===== src/rtl/pbit_field_accumulator_if.sv =====
// Product-in / sample-out handshake bundle for the p-bit field accumulator.
// The slave side belongs to the accumulator; the master side belongs to its neighbours.
interface pbit_field_accumulator_if;
    logic [7:0] prod;
    logic       prod_valid;
    logic       prod_ready;
    logic       m;
    logic [7:0] field;
    logic       out_valid;
    logic       out_ready;

    modport slave (
        input  prod,
        input  prod_valid,
        output prod_ready,
        output m,
        output field,
        output out_valid,
        input  out_ready
    );

    modport master (
        output prod,
        output prod_valid,
        input  prod_ready,
        input  m,
        input  field,
        input  out_valid,
        output out_ready
    );
endinterface


===== src/rtl/pbit_field_accumulator.sv =====
// Sums N_TERMS signed products, saturates to 8 bits, compares against an LFSR and emits one p-bit sample.
// Last product accepted -> one compare cycle -> sample held until out_ready; no products taken meanwhile.
module pbit_field_accumulator #(
    parameter int         N_TERMS   = 4,
    parameter int         ACC_W     = 12,
    parameter logic [7:0] LFSR_SEED = 8'hA5
) (
    input  logic                     clk,
    input  logic                     rst,
    pbit_field_accumulator_if.slave  bus
);

    localparam int                      CNT_W  = (N_TERMS > 1) ? $clog2(N_TERMS) : 1;
    localparam logic [CNT_W-1:0]        LAST   = CNT_W'(N_TERMS - 1);
    localparam logic [7:0]              SEED   = (LFSR_SEED == 8'h00) ? 8'h01 : LFSR_SEED;
    localparam logic signed [ACC_W-1:0] SAT_HI = ACC_W'(127);
    localparam logic signed [ACC_W-1:0] SAT_LO = ACC_W'(-128);

    typedef enum logic [1:0] {
        S_ACC,
        S_CMP,
        S_OUT
    } state_t;

    state_t                  state_q;
    logic signed [ACC_W-1:0] acc_q;
    logic signed [ACC_W-1:0] acc_d;
    logic [CNT_W-1:0]        cnt_q;
    logic [7:0]              lfsr_q;
    logic [7:0]              lfsr_d;
    logic                    prod_ready_q;
    logic                    out_valid_q;
    logic                    m_q;
    logic [7:0]              field_q;

    logic signed [7:0]       fsat_d;
    logic                    m_d;
    logic                    take_d;
    logic                    last_d;

    always_comb begin
        take_d = (state_q == S_ACC) && bus.prod_valid;
        last_d = (cnt_q == LAST);
        acc_d  = acc_q + {{(ACC_W - 8){bus.prod[7]}}, bus.prod};

        if (acc_q > SAT_HI) begin
            fsat_d = 8'sh7F;
        end else if (acc_q < SAT_LO) begin
            fsat_d = -8'sd128;
        end else begin
            fsat_d = acc_q[7:0];
        end

        // Strict compare: a field equal to the random value yields -1.
        m_d    = fsat_d > $signed(lfsr_q);
        lfsr_d = {lfsr_q[6:0], lfsr_q[7] ^ lfsr_q[5] ^ lfsr_q[4] ^ lfsr_q[3]};
    end

    always_ff @(posedge clk or posedge rst) begin
        if (rst) begin
            state_q      <= S_ACC;
            acc_q        <= '0;
            cnt_q        <= '0;
            lfsr_q       <= SEED;
            prod_ready_q <= 1'b1;
            out_valid_q  <= 1'b0;
            m_q          <= 1'b0;
            field_q      <= 8'h00;
        end else begin
            case (state_q)
                S_ACC: begin
                    if (take_d) begin
                        acc_q <= acc_d;
                        if (last_d) begin
                            cnt_q        <= '0;
                            prod_ready_q <= 1'b0;
                            state_q      <= S_CMP;
                        end else begin
                            cnt_q <= cnt_q + CNT_W'(1);
                        end
                    end
                end
                S_CMP: begin
                    field_q     <= fsat_d;
                    m_q         <= m_d;
                    lfsr_q      <= lfsr_d;
                    out_valid_q <= 1'b1;
                    state_q     <= S_OUT;
                end
                S_OUT: begin
                    if (bus.out_ready) begin
                        acc_q        <= '0;
                        out_valid_q  <= 1'b0;
                        prod_ready_q <= 1'b1;
                        state_q      <= S_ACC;
                    end
                end
                default: begin
                    state_q <= S_ACC;
                end
            endcase
        end
    end

    // Ready is forced low for the whole time reset is held, not just after the first edge.
    assign bus.prod_ready = prod_ready_q & ~rst;
    assign bus.out_valid  = out_valid_q;
    assign bus.m          = m_q;
    assign bus.field      = field_q;

endmodule


===== src/flat_wrapper.sv =====
// flat-port wrapper written by rule: the top's interface ports become plain ports
module pbit_field_accumulator_flat 
#(
    parameter int         N_TERMS   = 4,
    parameter int         ACC_W     = 12,
    parameter logic [7:0] LFSR_SEED = 8'hA5
)
  (clk, rst, bus_prod, bus_prod_valid, bus_prod_ready, bus_m, bus_field, bus_out_valid, bus_out_ready);
  pbit_field_accumulator_if bus_i ();
  input  logic clk;
  input  logic rst;
  input wire logic [$bits(bus_i.prod)-1:0] bus_prod;
  input wire logic [$bits(bus_i.prod_valid)-1:0] bus_prod_valid;
  output wire logic [$bits(bus_i.prod_ready)-1:0] bus_prod_ready;
  output wire logic [$bits(bus_i.m)-1:0] bus_m;
  output wire logic [$bits(bus_i.field)-1:0] bus_field;
  output wire logic [$bits(bus_i.out_valid)-1:0] bus_out_valid;
  input wire logic [$bits(bus_i.out_ready)-1:0] bus_out_ready;
  assign bus_i.prod = bus_prod;
  assign bus_i.prod_valid = bus_prod_valid;
  assign bus_prod_ready = bus_i.prod_ready;
  assign bus_m = bus_i.m;
  assign bus_field = bus_i.field;
  assign bus_out_valid = bus_i.out_valid;
  assign bus_i.out_ready = bus_out_ready;
  pbit_field_accumulator #(.N_TERMS(N_TERMS), .ACC_W(ACC_W), .LFSR_SEED(LFSR_SEED)) u_core (.clk(clk), .rst(rst), .bus(bus_i));
endmodule

===== config.mk =====
export PLATFORM = sky130hd
export DESIGN_NAME = pbit_field_accumulator_flat
export DESIGN_NICKNAME = d
export VERILOG_FILES = /design/src/rtl/pbit_field_accumulator_if.sv /design/src/rtl/pbit_field_accumulator.sv /design/src/flat_wrapper.sv
export SDC_FILE = /design/constraint.sdc
export NUM_CORES = 1
export LEC_CHECK = 0
export BUFFER_PORTS_ARGS = -buffer_cell sky130_fd_sc_hd__buf_2
export CAP_MARGIN = 40
export CORE_MARGIN = 3
export CORE_UTILIZATION = 58
export DETAILED_ROUTE_END_ITERATION = 6
export PLACE_DENSITY = 0.84
export SLEW_MARGIN = 20
export SYNTH_ARGS = -nofsm -noshare
export SYNTH_HDL_FRONTEND = slang
export SYNTH_SLANG_ARGS = --single-unit
export TNS_END_PERCENT = 50

===== constraint.sdc =====
create_clock -name clk -period 2.9 [get_ports clk]
set_clock_uncertainty 0.05 [all_clocks]
set_input_delay 0.29 -clock clk [delete_from_list [all_inputs] [get_ports clk]]
set_output_delay 0.29 -clock clk [all_outputs]
set_load 0.02 [all_outputs]

==> results of run 1 <==
[per-layer routing]
layer	up-vias	track usage	wire length [um]
met4	0	0.06995	64
met3	8	0.04615	122
li1	803	-	-
met2	23	0.3191	1849
met1	727	0.2475	1790
met5	-	0	0
[synth_stat cells, types with 2 or more instances]
cell type,number
dfrtp_1,30
nand2_1,28
o21ai_0,22
ha_1,20
inv_1,15
a21oi_1,11
mux2_2,8
nor2_1,7
o21a_1,6
xnor2_1,6
dfstp_2,5
xor2_1,5
clkbuf_1,4
nand4_1,4
o211ai_1,4
a211oi_1,3
a21o_1,3
nand2b_1,3
a22o_1,2
nor2b_1,2
o22ai_1,2
[stage by stage]
| stage | utilization | setup slack [ns] |
|---|---|---|
| 6_report | 0.6877 | 0.4935 |
| 5_1_grt | 0.6877 | 0.3155 |
| 4_1_cts | 0.6877 | 0.5280 |
| 3_5_place_dp | 0.6549 | 0.5279 |
| 3_3_place_gp | 0.6549 | 0.5659 |
| 2_1_floorplan | - | 0.7801 |
[flip-flops by register name, indices dropped and copies added (netlist names)]
| register | flops |
|---|---|
| u_core.acc_q | 12 |
| u_core.bus.field | 8 |
| u_core.bus.m | 1 |
| u_core.bus.out_valid | 1 |
| u_core.cnt_q | 2 |
| u_core.lfsr_q | 8 |
| u_core.prod_ready_q | 1 |
| u_core.state_q | 2 |
[repair_timing]
| action | CTS | global route |
|---|---|---|
| hold buffers | 1 | 0 |
| endpoints found under the hold margin | 30 | 0 |
| gates resized for setup | 0 | 0 |
[cell type report]
cell class                 instances  area [um^2]
fill                             259         1059
clock inverter                     2        60.06
timing repair buffer              25        135.1
tap                               46        57.56
multi-input combinational        156         1099
inverter                          15        56.30
clock buffer                       6        41.29
sequential                        35        882.1
[kinds of logic (layout without fill, tap and decap cells)]
logic type      after synthesis  in the layout
compound gates               61             61
simple gates                 54             54
flops                        35             35
fa+ha+maj                    21             21
buf+inv                      21             48
xor+xnor                     11             11
mux                           9              9
[power by group]
part           leakage (uW)  internal (uW)  total (uW)  switching, uW
logic              0.000610            551        1260            711
registers          0.000431            674         814            140
clock network     0.0000525            269         435            166
total               0.00109           1490        2510           1020
[how the worst min path moves through the flow]
| stage | cells after the start | end |
|---|---|---|
| finish | 2 | u_core.state_q[1] |
| global route | 2 | u_core.state_q[1] |
| CTS | 2 | u_core.state_q[1] |
| detailed placement | 3 | u_core.bus.out_valid |
| global placement | 3 | u_core.state_q[0] |
| floorplan | 1 | u_core.state_q[1] |
==> Implementation_results.wiki, run 1 <==
{| class="wikitable"
! Metric !! Value
|-
| Status || finished, final reports clean
|-
| Share of the synthesized area in the top cell type || 0.3625
|-
| Initial core utilization || 0.6109
|-
| Maximum number of pins on one net before global-route repair || 36
|-
| Post-detailed-placement half-perimeter wirelength || 2.903 mm
|-
| Count of cell types in the netlist || 43
|-
| Ranking of synthesized cells by area || dfrtp_1 (36%), ha_1 (12%), dfstp_2 (6.3%)
|-
| Accumulated negative setup slack || 0 ns
|-
| Pins Over Slew Limit || 0
|-
| Fraction of the yosys area taken by sequential cells || 0.4260
|-
| Overall power after layout || approximately 2500 uW
|-
| Async set-or-reset flop fraction in the synthesized netlist || 1.000
|-
| Clock tree from TritonCTS || yes
|-
| Post-synthesis share of cell area spent on xor and xnor gates || 0.04653
|-
| Final wirelength || 3.826 mm
|-
| Insertion delay of the later-clocked pin in the worst-skew pair || 0.36 ns
|-
| Number of synthesized flops with an enable pin || 0
|-
| Biggest cell delay along the critical path || 0.41 ns
|-
| Initial antenna violation count || 0
|-
| Reg2Reg Launch Point || u_core.acc_q[7]
|-
| Relative slew margins || 0.7153
|-
| CTS clock-pin slew for the worst setup and hold paths || 0.12 ns
|-
| Cell area power density || 1077 mW/mm^2
|-
| Number of CTS-inserted buffers || 5
|-
| Fmax achieved || 415.6 MHz
|-
| Type of the setup path with the least slack || reg -> reg
|-
| Number of buffers between clock root and the deepest sink || 2
|-
| Basic-gate share of the synthesized area counting and, or, nand and nor cells || 0.1233
|-
| Kind of end point of the critical path || flip-flop
|-
| Number of placed I/O pins || 23
|-
| Area share of fa/ha/maj cells after synthesis || 0.1305
|-
| Via count of the first global-routing pass || 1,469
|-
| Synth-to-Final Area Change || 12.57%
|-
| Cell-by-cell listing of the critical path || nor4_1, nor2_1, o21a_1, ha_1, nor2b_1, o21ai_0, nand2b_1, a21oi_1, o221ai_1, and2_1
|-
| Width of the die || 65.75 um
|-
| Worst reg2reg endpoint || u_core.bus.m
|-
| Yosys warnings || 0
|-
| Final number of setup-violating endpoints || 0
|-
| Vias post-DR || 1,561
|-
| GRT Overall Usage || 0.1940
|-
| Reg-to-reg slack, setup || just under 0.5 ns
|-
| Final GP Congestion || 0.8328
|-
| Final number of hold-violating endpoints || 0
|-
| Number of input and output port buffers inserted || 22
|-
| Total of flip-flops plus latches after synthesis || 35
|-
| Class of the most critical hold timing path || in -> reg
|-
| Critical Path Slowest Stage Cell || dfrtp_1
|-
| Ratio of routed vias to standard cells || 5.477
|-
| Hold path startpoint || bus_out_ready
|-
| Worst-case hold slack || 0.1098 ns
|-
| Count of antenna diodes in the layout || 0
|-
| Most used flip-flop cell after synthesis || dfrtp_1
|-
| Complex-gate fraction of the synthesized area || 0.1819
|-
| Post-Synthesis Cell Area || 0.002071 mm^2
|-
| Gr ovfl total || 0
|-
| Cell row count || 21
|-
| WL/cell || 13.42 um
|-
| Slew at the pin with the worst max-slew slack || 0.4270 ns
|-
| Post-Place Cell Area || 0.002220 mm^2
|-
| Placeable Area || 0.003390 mm^2
|-
| Initial DRC count || 114
|-
| Largest area contributor in the synthesized netlist || dfrtp_1
|-
| Fin nets || 271
|-
| Count of TritonRoute iterations in the first routing pass || 5
|-
| Termination of the worst setup path || u_core.bus.m
|-
| Post-layout minimum cycle time || 2.406 ns
|-
| Reg2Reg Depth || 10
|-
| Die Footprint || roughly 0.0043 mm^2
|-
| Setup repair after global routing missed its margin || false
|-
| Count of buffer and inverter cells on the critical path || 0
|-
| Commonest cells after routing, fill and taps aside || dfrtp_1 (30), nand2_1 (28), o21ai_0 (22), buf_2 (22), ha_1 (20)
|-
| Most frequent standard cell in the layout excluding fill and tap cells || dfrtp_1
|-
| Required time worst endpoint || 3.12 ns
|-
| Post-Layout Cell Count || about 290
|-
| Launching element type of the critical path || flip-flop
|-
| Worst setup path startpoint || u_core.acc_q[7]
|-
| Placed instance count || 276
|-
| CP max FO || 7
|-
| Maximum level of the CTS H-tree || 2
|-
| Synthesized Nets || 245
|-
| Setup bufs post-CTS || 0
|-
| Largest family of logic cells by synthesized area || compound AO/OA/AOI/OAI gates
|-
| Kind of cell adding the most delay to the critical path || simple AND/OR/NAND/NOR gates
|-
| Final instance area || about 0.0023 mm^2
|-
| Residual DRC || 0
|-
| Max cap viols || 0
|-
| Library cell used as clock root buffer || clkbuf_4
|-
| Wire length of the first global-routing pass || 6.354 mm
|-
| Post-synthesis instance total || 212
|-
| Final cycle utilization of the critical path || 0.8298
|-
| Critical path arrival || 2.62 ns
|-
| Mux share of post-synthesis cell area || 0.04834
|-
| Synth Area per Inst || around 9.8 um^2
|-
| Leak Pwr || 0.001093 uW
|-
| Share of layout cells above drive strength 1 || 0.1925
|-
| Max rail drop VDD || 0.6717 mV
|-
| Stages on worst setup path || 10
|-
| Remaining antenna violation count after routing || 0
|-
| Chip height || 65.75 um
|-
| Clock sinks || 35
|}
No activity file was read; power rests on OpenSTA's default activity.
==> inputs of run 2 (changes only) <==
ABC_AREA = 1   (was unset)
CORE_UTILIZATION = 59   (was 58)
PLACE_DENSITY = 0.85   (was 0.84)
clock period = 2.3 ns   (was 2.9 ns; I/O delays follow)
==> run 2 against run 1 <==
Sequential share of layout area fell by 3.1 points. Hold slack lost 0.0089 ns. First-iteration DRC count increased by 7.9%. Largest cell class unchanged.
==> Implementation_results.wiki, run 2 <==
{| class="wikitable"
! Metric !! Value
|-
| Yosys warnings || 0 (unchanged)
|-
| Most frequent standard cell in the layout excluding fill and tap cells || nand2_1
|-
| Post-Place Cell Area || 0.002440 mm^2 (+9.9%)
|-
| Share of layout cells above drive strength 1 || 0.1416 (-0.05088)
|-
| Biggest cell delay along the critical path || 0.41 ns (about the same)
|-
| Library cell used as clock root buffer || clkbuf_8
|-
| Pint || 1803 uW (+21%)
|-
| Total of flip-flops plus latches after synthesis || 35 (unchanged)
|-
| Sequential fraction of design power || 0.302 (-0.022)
|-
| Most common library cells after synthesis || nand2_1 (103), inv_1 (48), dfrtp_1 (30), ha_1 (20), nor2_1 (19)
|-
| CP max FO || 7 (unchanged)
|-
| Count of TritonRoute iterations in the first routing pass || 4 (-1)
|-
| Async set-or-reset flop fraction in the synthesized netlist || 1.000 (unchanged)
|-
| Pins Over Slew Limit || 0 (unchanged)
|-
| Worst setup path startpoint || u_core.acc_q[8]
|-
| Reg2Reg Launch Point || u_core.acc_q[8]
|-
| Initial DRC count || 123 (+7.9%)
|-
| Final number of hold-violating endpoints || 0 (unchanged)
|-
| CTS clock-pin slew for the worst setup and hold paths || 0.06 ns (-0.06 ns)
|-
| Post-synthesis instance total || 312 (+47%)
|-
| Ranking of synthesized cells by area || dfrtp_1 (33%), nand2_1 (17%), ha_1 (11%)
|-
| Post-Synthesis Cell Area || 0.002291 mm^2 (+11%)
|-
| Post-layout minimum cycle time || 1.997 ns (-0.4097 ns)
|-
| Final number of setup-violating endpoints || 0 (unchanged)
|-
| Number of placed I/O pins || 23 (unchanged)
|-
| Die Footprint || 0.004667 mm^2 (+8.0%)
|-
| Cell area power density || 1355 mW/mm^2 (+26%)
|-
| Share of the synthesized area in the top cell type || 0.3277 (-0.03485)
|-
| Accumulated negative setup slack || 0 ns (unchanged)
|-
| Fraction of the yosys area taken by sequential cells || 0.3850 (-0.04095)
|-
| Fin nets || 371 (+37%)
|-
| Type of the setup path with the least slack || reg -> reg
|-
| Max rail drop VDD || 0.8281 mV (+23%)
|-
| Ratio of routed vias to standard cells || 5.181 (-5.4%)
|-
| Via count of the first global-routing pass || 1,860 (+27%)
|-
| Combinational Power Share || 0.565 (+0.062)
|-
| Register name with the most flops || u_core.acc_q
|-
| Count of cell types in the netlist || 30 (-30%)
|-
| Quantity of gates resized following cts || 0 (unchanged)
|-
| Count of antenna diodes in the layout || 0 (unchanged)
|-
| Leak Pwr || 0.001402 uW (+28%)
|-
| Cell occurring most often along the worst timing path || nand2_1
|-
| Number of buffers between clock root and the deepest sink || 2 (unchanged)
|-
| Cell-by-cell listing of the critical path || nor3_1, a21oi_2, o21ai_2, inv_1, ha_1, inv_1, nor2_1, o21ai_0, nand2_1, nand2_1, nand3_1, nand2_1, nand2_1
|-
| Placeable Area || 0.003689 mm^2 (+8.8%)
|-
| Hold path startpoint || bus_out_ready
|-
| Status || finished, final reports clean
|-
| Chip height || 68.32 um (+3.9%)
|-
| Final instance area || 0.002541 mm^2 (+9.0%)
|-
| Initial core utilization || 0.6211 (+0.01017)
|-
| Commonest cells after routing, fill and taps aside || nand2_1 (103), inv_1 (48), dfrtp_1 (30)
|-
| Largest area contributor in the synthesized netlist || dfrtp_1
|-
| Critical path arrival || 2.13 ns (-0.49 ns)
|-
| Number of input and output port buffers inserted || 22 (unchanged)
|-
| Vias post-DR || 2,005 (+28%)
|-
| Post-Layout Cell Count || 387 (+36%)
|-
| Remaining antenna violation count after routing || 0 (unchanged)
|-
| Cell with the most instances after synthesis || nand2_1
|-
| Required time worst endpoint || 2.43 ns (-0.69 ns)
|-
| Relative slew margins || 0.7049 (-0.01048)
|-
| Final GP Congestion || 0.8436 (+1.3%)
|-
| Synthesized Nets || 345 (+41%)
|-
| Clock tree from TritonCTS || yes
|-
| Flip-flop count of the largest register, all copies and words added || 12 (unchanged)
|-
| Count of buffer and inverter cells on the critical path || 2 (+2)
|-
| Most used flip-flop cell after synthesis || dfrtp_1
|-
| GRT Overall Usage || 0.2369 (+0.04288)
|-
| Clock sinks || 35 (unchanged)
|-
| Initial antenna violation count || 0 (unchanged)
|-
| Critical Path Slowest Stage Cell || dfrtp_1
|-
| Setup repair after global routing missed its margin || false
|-
| Class of the most critical hold timing path || in -> reg
|-
| Part of the total power dissipated in the clock network || 0.133 (-0.040)
|-
| Switch share || 0.4765 (+0.07138)
|-
| Max cap viols || 0 (unchanged)
|-
| Insertion delay of the later-clocked pin in the worst-skew pair || 0.30 ns (-0.06 ns)
|-
| Final wirelength || 4.740 mm (+24%)
|-
| Global-route layer with the greatest usage || met2
|-
| Fraction of met1 tracks used by global routing || 0.3396 (+0.09207)
|-
| Maximum level of the CTS H-tree || 2 (unchanged)
|-
| Width of the die || 68.32 um (+3.9%)
|-
| Synth-to-Final Area Change || 10.92%
|-
| Wire length of the first global-routing pass || 8.273 mm (+30%)
|-
| Power dissipated by switching net loads || 1641 uW (+61%)
|-
| Final cycle utilization of the critical path || 0.8681 (+0.03833)
|-
| Number of synthesized flops with an enable pin || 0 (unchanged)
|-
| Gr ovfl total || 0 (unchanged)
|-
| Fraction of met3 tracks used by global routing || 0.04598 (-0.0001768)
|-
| Slew at the pin with the worst max-slew slack || 0.4427 ns (+0.01572 ns)
|-
| Synth Area per Inst || 7.343 um^2 (-25%)
|-
| Kind of cell adding the most delay to the critical path || simple AND/OR/NAND/NOR gates
|-
| WL/cell || 12.25 um (-8.8%)
|-
| Kind of end point of the critical path || flip-flop
|-
| Final worst slack || 0.3033 ns (-0.1903 ns)
|-
| Post-detailed-placement half-perimeter wirelength || 3.613 mm (+24%)
|-
| Worst-case hold slack || 0.1009 ns (-0.008926 ns)
|-
| Setup slack at placement || 0.3160 ns (-0.2119 ns)
|-
| Fill cell count || 311 (+20%)
|-
| Placed instance count || 378 (+37%)
|-
| Cell row count || 22 (+4.8%)
|-
| Residual DRC || 0 (unchanged)
|-
| Met2 track utilization from global routing || 0.3514 (+0.03223)
|-
| Fmax achieved || 500.8 MHz (+21%)
|-
| Launching element type of the critical path || flip-flop
|-
| Maximum number of pins on one net before global-route repair || 36 (unchanged)
|-
| Number of CTS-inserted buffers || 5 (unchanged)
|}
run 2: timing repair:
| action | CTS | global route |
|---|---|---|
| buffers inserted | 0 | 0 |
| hold endpoints to repair | 10 | 0 |
| hold buffers | 1 | 0 |
run 2: worst paths after layout:
check,slack [ns],end,depth (start not counted)
setup / recovery,0.30,u_core.bus.m,13
hold / removal,0.10,u_core.state_q[1],2
setup reg to reg,0.30,u_core.bus.m,13
hold reg to reg,0.43,u_core.bus.field[7],2
max in group asynchronous,1.31,u_core.lfsr_q[0],4
min in group asynchronous,0.53,u_core.bus.field[5],4
run 2: power by group through the flow:
stage	Sequential, uW	Clock, uW	Combinational, uW
after floorplan	1090	0	1440
after global placement	1040	0	1840
after detailed placement	1040	0	1920
after CTS	1040	462	1940
after global routing	1070	488	2260
final	1040	459	1940
run 2: through the flow:
stage          total power [uW]  utilization
2_1_floorplan              2532            -
3_3_place_gp               2887       0.6615
3_5_place_dp               2962       0.6615
4_1_cts                    3441       0.6889
5_1_grt                    3812       0.6889
6_report                   3443       0.6889
run 2: kinds of logic (layout without fill, tap and decap cells):
| logic type | after synthesis | count (layout) | share of synthesized area |
|---|---|---|---|
| xor gates and xnor gates | 3 | 3 | 0.01147 |
| adders and majority gates | 21 | 21 | 0.1180 |
| buffers and inverters | 54 | 81 | 0.09448 |
| DFF | 35 | 35 | 0.3850 |
| AOI/OAI and AO/OA | 47 | 47 | 0.1174 |
| and+or+nand+nor | 152 | 152 | 0.2736 |
run 2: layout make-up:
class	instances	area [um^2]	area share
sequential	35	882.1	0.3471
timing repair buffer	25	135.1	0.05318
tap	48	60.06	0.02363
clock inverter	1	5.005	0.001969
clock buffer	7	86.33	0.03397
multi-input combinational	223	1192	0.4692
inverter	48	180.2	0.07090
run 2: worst reg2reg max path: stages, from the launching register on:
cell	delay [ns]
dfrtp_1	0.41
nor3_1	0.24
a21oi_2	0.15
o21ai_2	0.16
inv_1	0.07
ha_1	0.30
inv_1	0.06
nor2_1	0.03
o21ai_0	0.14
nand2_1	0.07
nand2_1	0.06
nand3_1	0.06
nand2_1	0.06
nand2_1	0.04
run 2: layer usage:
metal | wire length (um) | share of wire | vias up
met5 | 0 | 0 | -
met4 | 96 | 0.020 | 0
met3 | 245 | 0.052 | 10
met2 | 2094 | 0.44 | 52
met1 | 2303 | 0.49 | 902
li1 | - | - | 1041
==> inputs of run 3 (changes only) <==
BUFFER_PORTS_ARGS = -buffer_cell sky130_fd_sc_hd__buf_4   (was -buffer_cell sky130_fd_sc_hd__buf_2)
RECOVER_POWER = 50   (was unset)
clock period = 1.9 ns   (was 2.3 ns; I/O delays follow)
==> run 3 against run 2 <==
The flow now finishes with violations (negative setup slack). Register-to-register slack worse by 0.41 ns. Routed wire length up 21%. Largest power group unchanged. Highest routed layer unchanged. Power up 40%.
==> Implementation_results.wiki, run 3 (same netlist as run 2, synthesis figures left out) <==
{| class="wikitable"
! Metric !! Value
|-
| Status || finished, violations left
|-
| Violations in the final reports || negative setup slack
|-
| Type of the setup path with the least slack || reg -> reg
|-
| Leak Pwr || 0.001487 uW (+6.1%)
|-
| Post-detailed-placement half-perimeter wirelength || 3.958 mm (+9.6%)
|-
| Via count of the first global-routing pass || 2,054 (+10%)
|-
| Setup repair after global routing missed its margin || true
|-
| Register name with the most flops || u_core.acc_q
|-
| Initial core utilization || 0.6211 (unchanged)
|-
| Final number of hold-violating endpoints || 0 (unchanged)
|-
| Maximum level of the CTS H-tree || 2 (unchanged)
|-
| Count of TritonRoute iterations in the first routing pass || 5 (+1)
|-
| Final instance area || 0.002764 mm^2 (+8.8%)
|-
| Share of layout cells above drive strength 1 || 0.1994 (+0.05784)
|-
| Initial DRC count || 185 (+50%)
|-
| Width of the die || 68.32 um (unchanged)
|-
| Remaining antenna violation count after routing || 0 (unchanged)
|-
| Max rail drop VDD || 0.9597 mV (+16%)
|-
| Clock tree from TritonCTS || yes
|-
| GRT Overall Usage || 0.2586 (+0.02174)
|-
| Number of CTS-inserted buffers || 5 (unchanged)
|-
| Final cycle utilization of the critical path || 1.055 (+0.1873)
|-
| Launching element type of the critical path || flip-flop
|-
| CTS clock-pin slew for the worst setup and hold paths || 0.07 ns (about the same)
|-
| Most frequent standard cell in the layout excluding fill and tap cells || nand2_1
|-
| Final number of setup-violating endpoints || 1 (+1)
|-
| Number of input and output port buffers inserted || 22 (unchanged)
|-
| Final worst slack || -0.1053 ns (-0.4086 ns)
|-
| Number of buffers between clock root and the deepest sink || 2 (unchanged)
|-
| Clock sinks || 35 (unchanged)
|-
| Vias post-DR || 2,183 (+8.9%)
|-
| Worst-case hold slack || 0.04218 ns (-0.05870 ns)
|-
| Overall power after layout || 4824 uW (+40%)
|-
| Flip-flop count of the largest register, all copies and words added || 12 (unchanged)
|-
| Chip height || 68.32 um (unchanged)
|-
| Fin nets || 383 (+3.2%)
|-
| Relative slew margins || 0.4128 (-0.2921)
|-
| Max cap viols || 0 (unchanged)
|-
| Final wirelength || 5.737 mm (+21%)
|-
| Wire length of the first global-routing pass || 8.928 mm (+7.9%)
|-
| Setup slack at placement || -0.1160 ns (-0.4320 ns)
|-
| Pins Over Slew Limit || 0 (unchanged)
|-
| Critical path arrival || 2.15 ns (+0.02 ns)
|-
| CP max FO || 7 (unchanged)
|-
| Slew at the pin with the worst max-slew slack || 0.8808 ns (+0.4381 ns)
|-
| Number of placed I/O pins || 23 (unchanged)
|-
| Fmax achieved || 498.7 MHz (-0.43%)
|-
| Die Footprint || 0.004667 mm^2 (unchanged)
|-
| Post-Layout Cell Count || 399 (+3.1%)
|-
| Initial antenna violation count || 0 (unchanged)
|-
| Insertion delay of the later-clocked pin in the worst-skew pair || 0.30 ns (about the same)
|-
| Placed instance count || 389 (+2.9%)
|-
| Count of antenna diodes in the layout || 0 (unchanged)
|-
| Post-Place Cell Area || 0.002577 mm^2 (+5.6%)
|-
| Commonest cells after routing, fill and taps aside || nand2_1 (102), inv_1 (47), buf_4 (34)
|-
| Class of the most critical hold timing path || in -> reg
|-
| Maximum number of pins on one net before global-route repair || 36 (unchanged)
|-
| Cell row count || 22 (unchanged)
|-
| Residual DRC || 0 (unchanged)
|-
| Placeable Area || 0.003689 mm^2 (unchanged)
|-
| WL/cell || 14.38 um (+17%)
|-
| Ratio of routed vias to standard cells || 5.471 (+5.6%)
|-
| Gr ovfl total || 0 (unchanged)
|-
| Post-layout minimum cycle time || 2.005 ns (+0.008562 ns)
|-
| Library cell used as clock root buffer || clkbuf_8
|-
| Final GP Congestion || 0.8402 (-0.40%)
|-
| Synth-to-Final Area Change || 20.64%
|-
| Required time worst endpoint || 2.04 ns (-0.39 ns)
|-
| Cell area power density || 1745 mW/mm^2 (+29%)
|-
| Kind of end point of the critical path || flip-flop
|}
-- run 3: timing repair --
item,4_1_cts,5_1_grt
setup endpoints to repair,1,2
hold buffers,1,0
setup buffers,0,1
pin swaps,1,4
endpoints found under the hold margin,30,0
resized for setup,3,11
-- run 3: layer usage --
| metal | share of wire | vias to the layer above | wire, um | track usage |
|---|---|---|---|---|
| met1 | 0.41 | 1018 | 2344 | 0.3209 |
| met4 | 0.024 | 0 | 136 | 0.06948 |
| met2 | 0.50 | 85 | 2884 | 0.4525 |
| met5 | 0 | - | 0 | 0 |
| li1 | - | 1064 | - | - |
| met3 | 0.065 | 16 | 371 | 0.05419 |
-- run 3: critical path: stages, from the launching register on --
cell     delay (ns)
dfrtp_1        0.42
nor3_4         0.23
a21oi_4        0.13
o21ai_2        0.17
inv_1          0.07
ha_1           0.30
nand2_1        0.07
inv_1          0.04
o21ai_1        0.06
nand2_1        0.08
nand2_1        0.10
nand3_1        0.09
nand2_1        0.07
nand2_1        0.04
-- run 3: metrics by stage --
stage | utilization | setup TNS [ns]
global placement | 0.6988 | 0
finish | 0.7493 | -0.1053
global route | 0.7493 | -0.3090
floorplan | - | 0
CTS | 0.7320 | -0.05076
detailed placement | 0.6988 | -0.1160
-- run 3: worst paths after layout --
check                                startpoint                   end  slack [ns]  cells after the start
setup / recovery               u_core.acc_q[10]          u_core.bus.m       -0.11                     13
hold / removal                    bus_out_ready     u_core.state_q[1]        0.04                      2
setup reg to reg               u_core.acc_q[10]          u_core.bus.m       -0.11                     13
hold reg to reg            u_core.bus.out_valid  u_core.bus.out_valid        0.44                      2
max in group asynchronous                   rst       u_core.acc_q[9]        0.57                      4
min in group asynchronous                   rst       u_core.acc_q[5]        0.68                      4
-- run 3: report_power, final --
part	switching, uW	total (uW)	leakage, uW	internal [uW]
registers	246	1270	0.000431	1030
clock network	275	606	0.0000515	331
logic	1750	2940	0.00101	1200
total	2270	4820	0.00149	2560
-- run 3: final cells by class --
| type | instances | area [um^2] |
|---|---|---|
| Multi-Input combinational cell | 223 | 1264 |
| Fill cell | 312 | 924.6 |
| Sequential cell | 35 | 882.1 |
| Timing Repair Buffer | 37 | 277.8 |
| Inverter | 48 | 180.2 |
| Clock buffer | 8 | 100.1 |
| Tap cell | 48 | 60.06 |
